File: src/rtl/uart_tx.sv
// UART transmitter (8 data bits, LSB first, one stop bit) fed by a small circular FIFO.
// Define UART_TX_PARITY_EN to insert an even-parity bit between data and stop.
module uart_tx #(
  parameter int CLKBIT     = 12000000/115200,
  parameter int FIFO_DEPTH = 4
) (
  input  logic       clk,
  input  logic       rst_n,
  input  logic [7:0] din,
  input  logic       wr_en,
  output logic       full,
  output logic       empty,
  output logic       busy,
  output logic       tx_done,
  output logic       overflow,
  output logic       tx
);

  localparam int AW = (FIFO_DEPTH > 1) ? $clog2(FIFO_DEPTH) : 1;
  localparam int CW = ($clog2(CLKBIT) > 11) ? $clog2(CLKBIT) : 11;

`ifdef UART_TX_PARITY_EN
  typedef enum logic [2:0] {IDLE, START, DATA, PARITY, STOP} state_t;
`else
  typedef enum logic [2:0] {IDLE, START, DATA, STOP} state_t;
`endif

  state_t        state, state_nxt;
  logic [7:0]    mem [FIFO_DEPTH];
  logic [AW-1:0] wptr, rptr;
  logic [AW:0]   cnt;
  logic [CW-1:0] bcnt, bcnt_nxt;
  logic [2:0]    idx, idx_nxt;
  logic [7:0]    data_q;
  logic          tx_nxt, done_nxt, pop, wr_ok, bit_end;

  assign full    = (cnt == (AW+1)'(FIFO_DEPTH));
  assign empty   = (cnt == '0);
  assign busy    = (state != IDLE);
  assign wr_ok   = wr_en && !full;
  assign bit_end = (bcnt == CW'(CLKBIT-1));

  // FIFO storage carries no reset; validity is tracked by cnt alone.
  always_ff @(posedge clk) begin
    if (wr_ok) mem[wptr] <= din;
  end

  always_ff @(posedge clk or negedge rst_n) begin
    if (!rst_n) begin
      wptr     <= '0;
      rptr     <= '0;
      cnt      <= '0;
      overflow <= 1'b0;
    end else begin
      if (wr_ok) wptr <= wptr + AW'(1);
      if (pop)   rptr <= rptr + AW'(1);
      case ({wr_ok, pop})
        2'b10:   cnt <= cnt + (AW+1)'(1);
        2'b01:   cnt <= cnt - (AW+1)'(1);
        default: cnt <= cnt;
      endcase
      if (wr_en && full) overflow <= 1'b1;
    end
  end

  always_ff @(posedge clk or negedge rst_n) begin
    if (!rst_n) begin
      state   <= IDLE;
      bcnt    <= '0;
      idx     <= '0;
      data_q  <= '0;
      tx      <= 1'b1;
      tx_done <= 1'b0;
    end else begin
      state   <= state_nxt;
      bcnt    <= bcnt_nxt;
      idx     <= idx_nxt;
      tx      <= tx_nxt;
      tx_done <= done_nxt;
      if (pop) data_q <= mem[rptr];
    end
  end

  // tx is registered from the next-state decision so a bit appears on the edge that enters it.
  always_comb begin
    state_nxt = state;
    bcnt_nxt  = bit_end ? '0 : bcnt + CW'(1);
    idx_nxt   = idx;
    tx_nxt    = tx;
    done_nxt  = 1'b0;
    pop       = 1'b0;
    case (state)
      IDLE: begin
        bcnt_nxt = '0;
        tx_nxt   = 1'b1;
        if (!empty) begin
          pop       = 1'b1;
          state_nxt = START;
          tx_nxt    = 1'b0;
        end
      end
      START: begin
        if (bit_end) begin
          state_nxt = DATA;
          idx_nxt   = '0;
          tx_nxt    = data_q[0];
        end
      end
      DATA: begin
        if (bit_end) begin
          if (idx == 3'd7) begin
`ifdef UART_TX_PARITY_EN
            state_nxt = PARITY;
            tx_nxt    = ^data_q;
`else
            state_nxt = STOP;
            tx_nxt    = 1'b1;
`endif
          end else begin
            idx_nxt = idx + 3'd1;
            tx_nxt  = data_q[idx + 3'd1];
          end
        end
      end
`ifdef UART_TX_PARITY_EN
      PARITY: begin
        if (bit_end) begin
          state_nxt = STOP;
          tx_nxt    = 1'b1;
        end
      end
`endif
      STOP: begin
        if (bit_end) begin
          done_nxt = 1'b1;
          if (!empty) begin
            pop       = 1'b1;
            state_nxt = START;
            tx_nxt    = 1'b0;
          end else begin
            state_nxt = IDLE;
            tx_nxt    = 1'b1;
          end
        end
      end
      default: begin
        state_nxt = IDLE;
        tx_nxt    = 1'b1;
      end
    endcase
  end

endmodule
File: config.mk
export PLATFORM = sky130hd
export DESIGN_NAME = uart_tx
export DESIGN_NICKNAME = d
export VERILOG_FILES = /design/src/rtl/uart_tx.sv
export SDC_FILE = /design/constraint.sdc
export NUM_CORES = 1
export LEC_CHECK = 0
export CORE_UTILIZATION = 58
export DETAILED_ROUTE_END_ITERATION = 10
export GPL_TIMING_DRIVEN = 0
export PLACE_DENSITY = 0.78
export SLEW_MARGIN = 5
export SYNTH_ARGS = -nofsm -noshare
export SYNTH_HDL_FRONTEND = slang
export SYNTH_SLANG_ARGS = --single-unit
File: constraint.sdc
create_clock -name clk -period 2.75 [get_ports clk]
set_input_delay 0.55 -clock clk [delete_from_list [all_inputs] [get_ports clk]]
set_output_delay 0.55 -clock clk [all_outputs]
set_load 0.1 [all_outputs]
==> results.cfg <==
[outcome]
outcome = completed

[power_and_ir_drop]
finalPower_uw = 3672
pwr-share-clk = 0.208
ir_worst_vdd_v = 0.0005879
leakage_uw = 0.001354
switching_share = 0.3701
power_frac_comb = 0.384
seqPwrFrac = 0.409
switchingPower_uw = 1359
p_per_area_nw_per_um2 = 1097
internal-power_uw = 2313

[global_routing]
antenna_found_initial = 0
grt_overflow_total = 0
grt_max_degree = 35
grt_pass1_vias = 1777
grt_pass1_wl_um = 8521
grt_util_all_layers = 0.2305

[worst_setup_path]
critPathLaunch = cnt[0]
worstPathMaxFanout = 5
required_ps = 2200
crit_type = register to primary output
reg2reg_from = bcnt[0]
critPathArrivalTime_ps = 2020
worst_setup_path_end_kind = primary output
start_kind = register

[routing]
dr_total_vias = 1619
drt_iter0_drc = 111
drtAntennaViolNets = 0
drt_first_pass_iters = 4
drt-total-wl_um = 5005
drt-wirelength-per-cell_um = 17.02
drcViolationCount = 0
vias_per_cell = 5.507

[hold_path]
hold_class = primary input to asynchronous set/reset pin

[clock_tree]
cts_hold_buf = 0
cts_root_buffer = clkbuf_8
path_clk_slew_ps = 70
htree_levels = 3
clock-sinks = 66
clk_latency_ps = 340
cts_tree = done
cts_buffers = 9
clk_path_buf_depth = 2

[layout]
fillers = 334
finish.utilization = 0.6996
finalNetCount = 246
syn2layout_area_growth_pct = 15.10
num_antenna_cells = 0
drive_above_1_share = 0.1894

[timing]
skew_ps = 8.218
tightest_slew_ps = 977.6
fin_crit_sh = 0.9341
relSlewSlack = 0.3462
max_freq_ghz = 0.3893
setup_viol = 0
finalHoldViolations = 0
period_needed_ps = 2569
fin_setup_tns_ps = 0
setup_ws_ps = 181.2
hold_ws_ps = 263.3
rsz0062_at_grt = false
final-max-slew-violation-count = 0

[floorplan]
rows = 25
die_x_um = 72.82
chipHeight_um = 72.82
die-area_sq_um = 5303
core-area_sq_um = 4786
ios = 17
initial_core_util = 0.6078

[synthesis]
synth-edff-count = 32
syn_area_sq_um = 2909
ys_dominant_reg_cell = dfrtp_1
synthCells = 194
synth_area_leaders = edfxtp_1, dfrtp_1, mux4_2, ha_1, mux2_2
async_flop_share = 0.5152
synth_common_cells = dfrtp_1, edfxtp_1, nor2_1
yosysSeqAreaShare = 0.6232
synth.distinct_cells = 39
synth_area_leader_cell = edfxtp_1
syn_nets = 218
yosysTopAreaCellShare = 0.3303
synth_warnings = 0
synth_seq_cells = 66
syn_area_per_cell_sq_um = 15.00
synth_most_common_cell = dfrtp_1

[placement]
dp_slack_ps = 78.95
dp_hpwl_um = 3492
gp_congestion = 0.8209
numPortBuffers = 16

[job]
drv_cap = 0
==> layout by cell type (no fill, tap or decap), types with 4 or more instances in the layout <==
| cell type | count |
|---|---|
| and2_1 | 5 |
| clkbuf_8 | 9 |
| clkdlybuf4s50_1 | 12 |
| dfrtp_1 | 33 |
| edfxtp_1 | 32 |
| ha_1 | 12 |
| inv_1 | 10 |
| mux2_2 | 11 |
| mux4_2 | 10 |
| nand2_1 | 4 |
| nor2_1 | 15 |
| nor2b_1 | 4 |
| nor3_1 | 4 |
| o21ai_0 | 4 |
| xnor2_1 | 6 |
| xor2_1 | 9 |
==> layer usage <==
layer  part of all wire  routed length, um  vias to the layer above  track usage
met3              0.029                147                       11      0.07044
met2               0.53               2677                       28       0.4071
met5                  0                  0                        -            0
met4              0.024                118                        0       0.1111
li1                   -                  -                      767            -
met1               0.41               2061                      813       0.2532
==> cell type report <==
class | count | area (sq um) | area share
tap | 67 | 83.83 | 0.02504
clock buffer | 10 | 127.6 | 0.03812
clock inverter | 6 | 57.56 | 0.01719
buffer | 4 | 17.52 | 0.005232
multi-input combinational | 114 | 1052 | 0.3143
timing repair buffer | 17 | 158.9 | 0.04746
inverter | 10 | 37.54 | 0.01121
sequential | 66 | 1813 | 0.5415
==> state kept, by name, indices dropped and copies added, names as in the netlist <==
name	flops
mem	32
bcnt	11
data_q	8
cnt	3
idx	3
rptr	2
state	2
wptr	2
overflow	1
tx	1
tx_done	1
==> repair_timing <==
item	CTS	global route
endpoints found under the setup margin	3	1
resized for setup	3	0
pin swaps	0	1
buffers inserted	0	1
==> power by group through the flow <==
stage	sequential, uW	clock (uW)	combinational (uW)
floorplan	1580	0	990
global placement	1490	0	1320
detailed placement	1520	0	1420
CTS	1500	781	1420
global route	1530	813	1540
finish	1500	762	1410
==> worst paths after layout <==
kind	end	slack, ps	cells after the start
max	empty	180	2
min reg2reg	bcnt[0]	460	1
max reg2reg	cnt[2]	350	10
min in group clk	bcnt[0]	460	1
min	bcnt[6]	260	1
max in group asynchronous	cnt[1]	2010	1
==> per-stage QoR <==
step	cell area, sq um	std cells
floorplan	2920	194
global placement	3164	277
detailed placement	3159	277
CTS	3341	293
global route	3348	294
finish	3348	294
==> logic make-up (layout without fill, tap and decap cells) <==
family | count (synthesis) | count (layout) | synth area share
AOI/OAI and AO/OA | 14 | 14 | 0.03312
xor gates and xnor gates | 15 | 15 | 0.04516
adders and majority gates | 13 | 13 | 0.05849
buffers and inverters | 14 | 47 | 0.01893
DFF | 66 | 66 | 0.6232
muxes | 22 | 22 | 0.1234
and+or+nand+nor | 50 | 50 | 0.09764
==> worst max-delay path, stage by stage, from the launching register on <==
cell	delay [ps]
dfrtp_1	450
nor3_4	330
dlygate4sd2_1	900
Power figures use the tool's default switching activity.
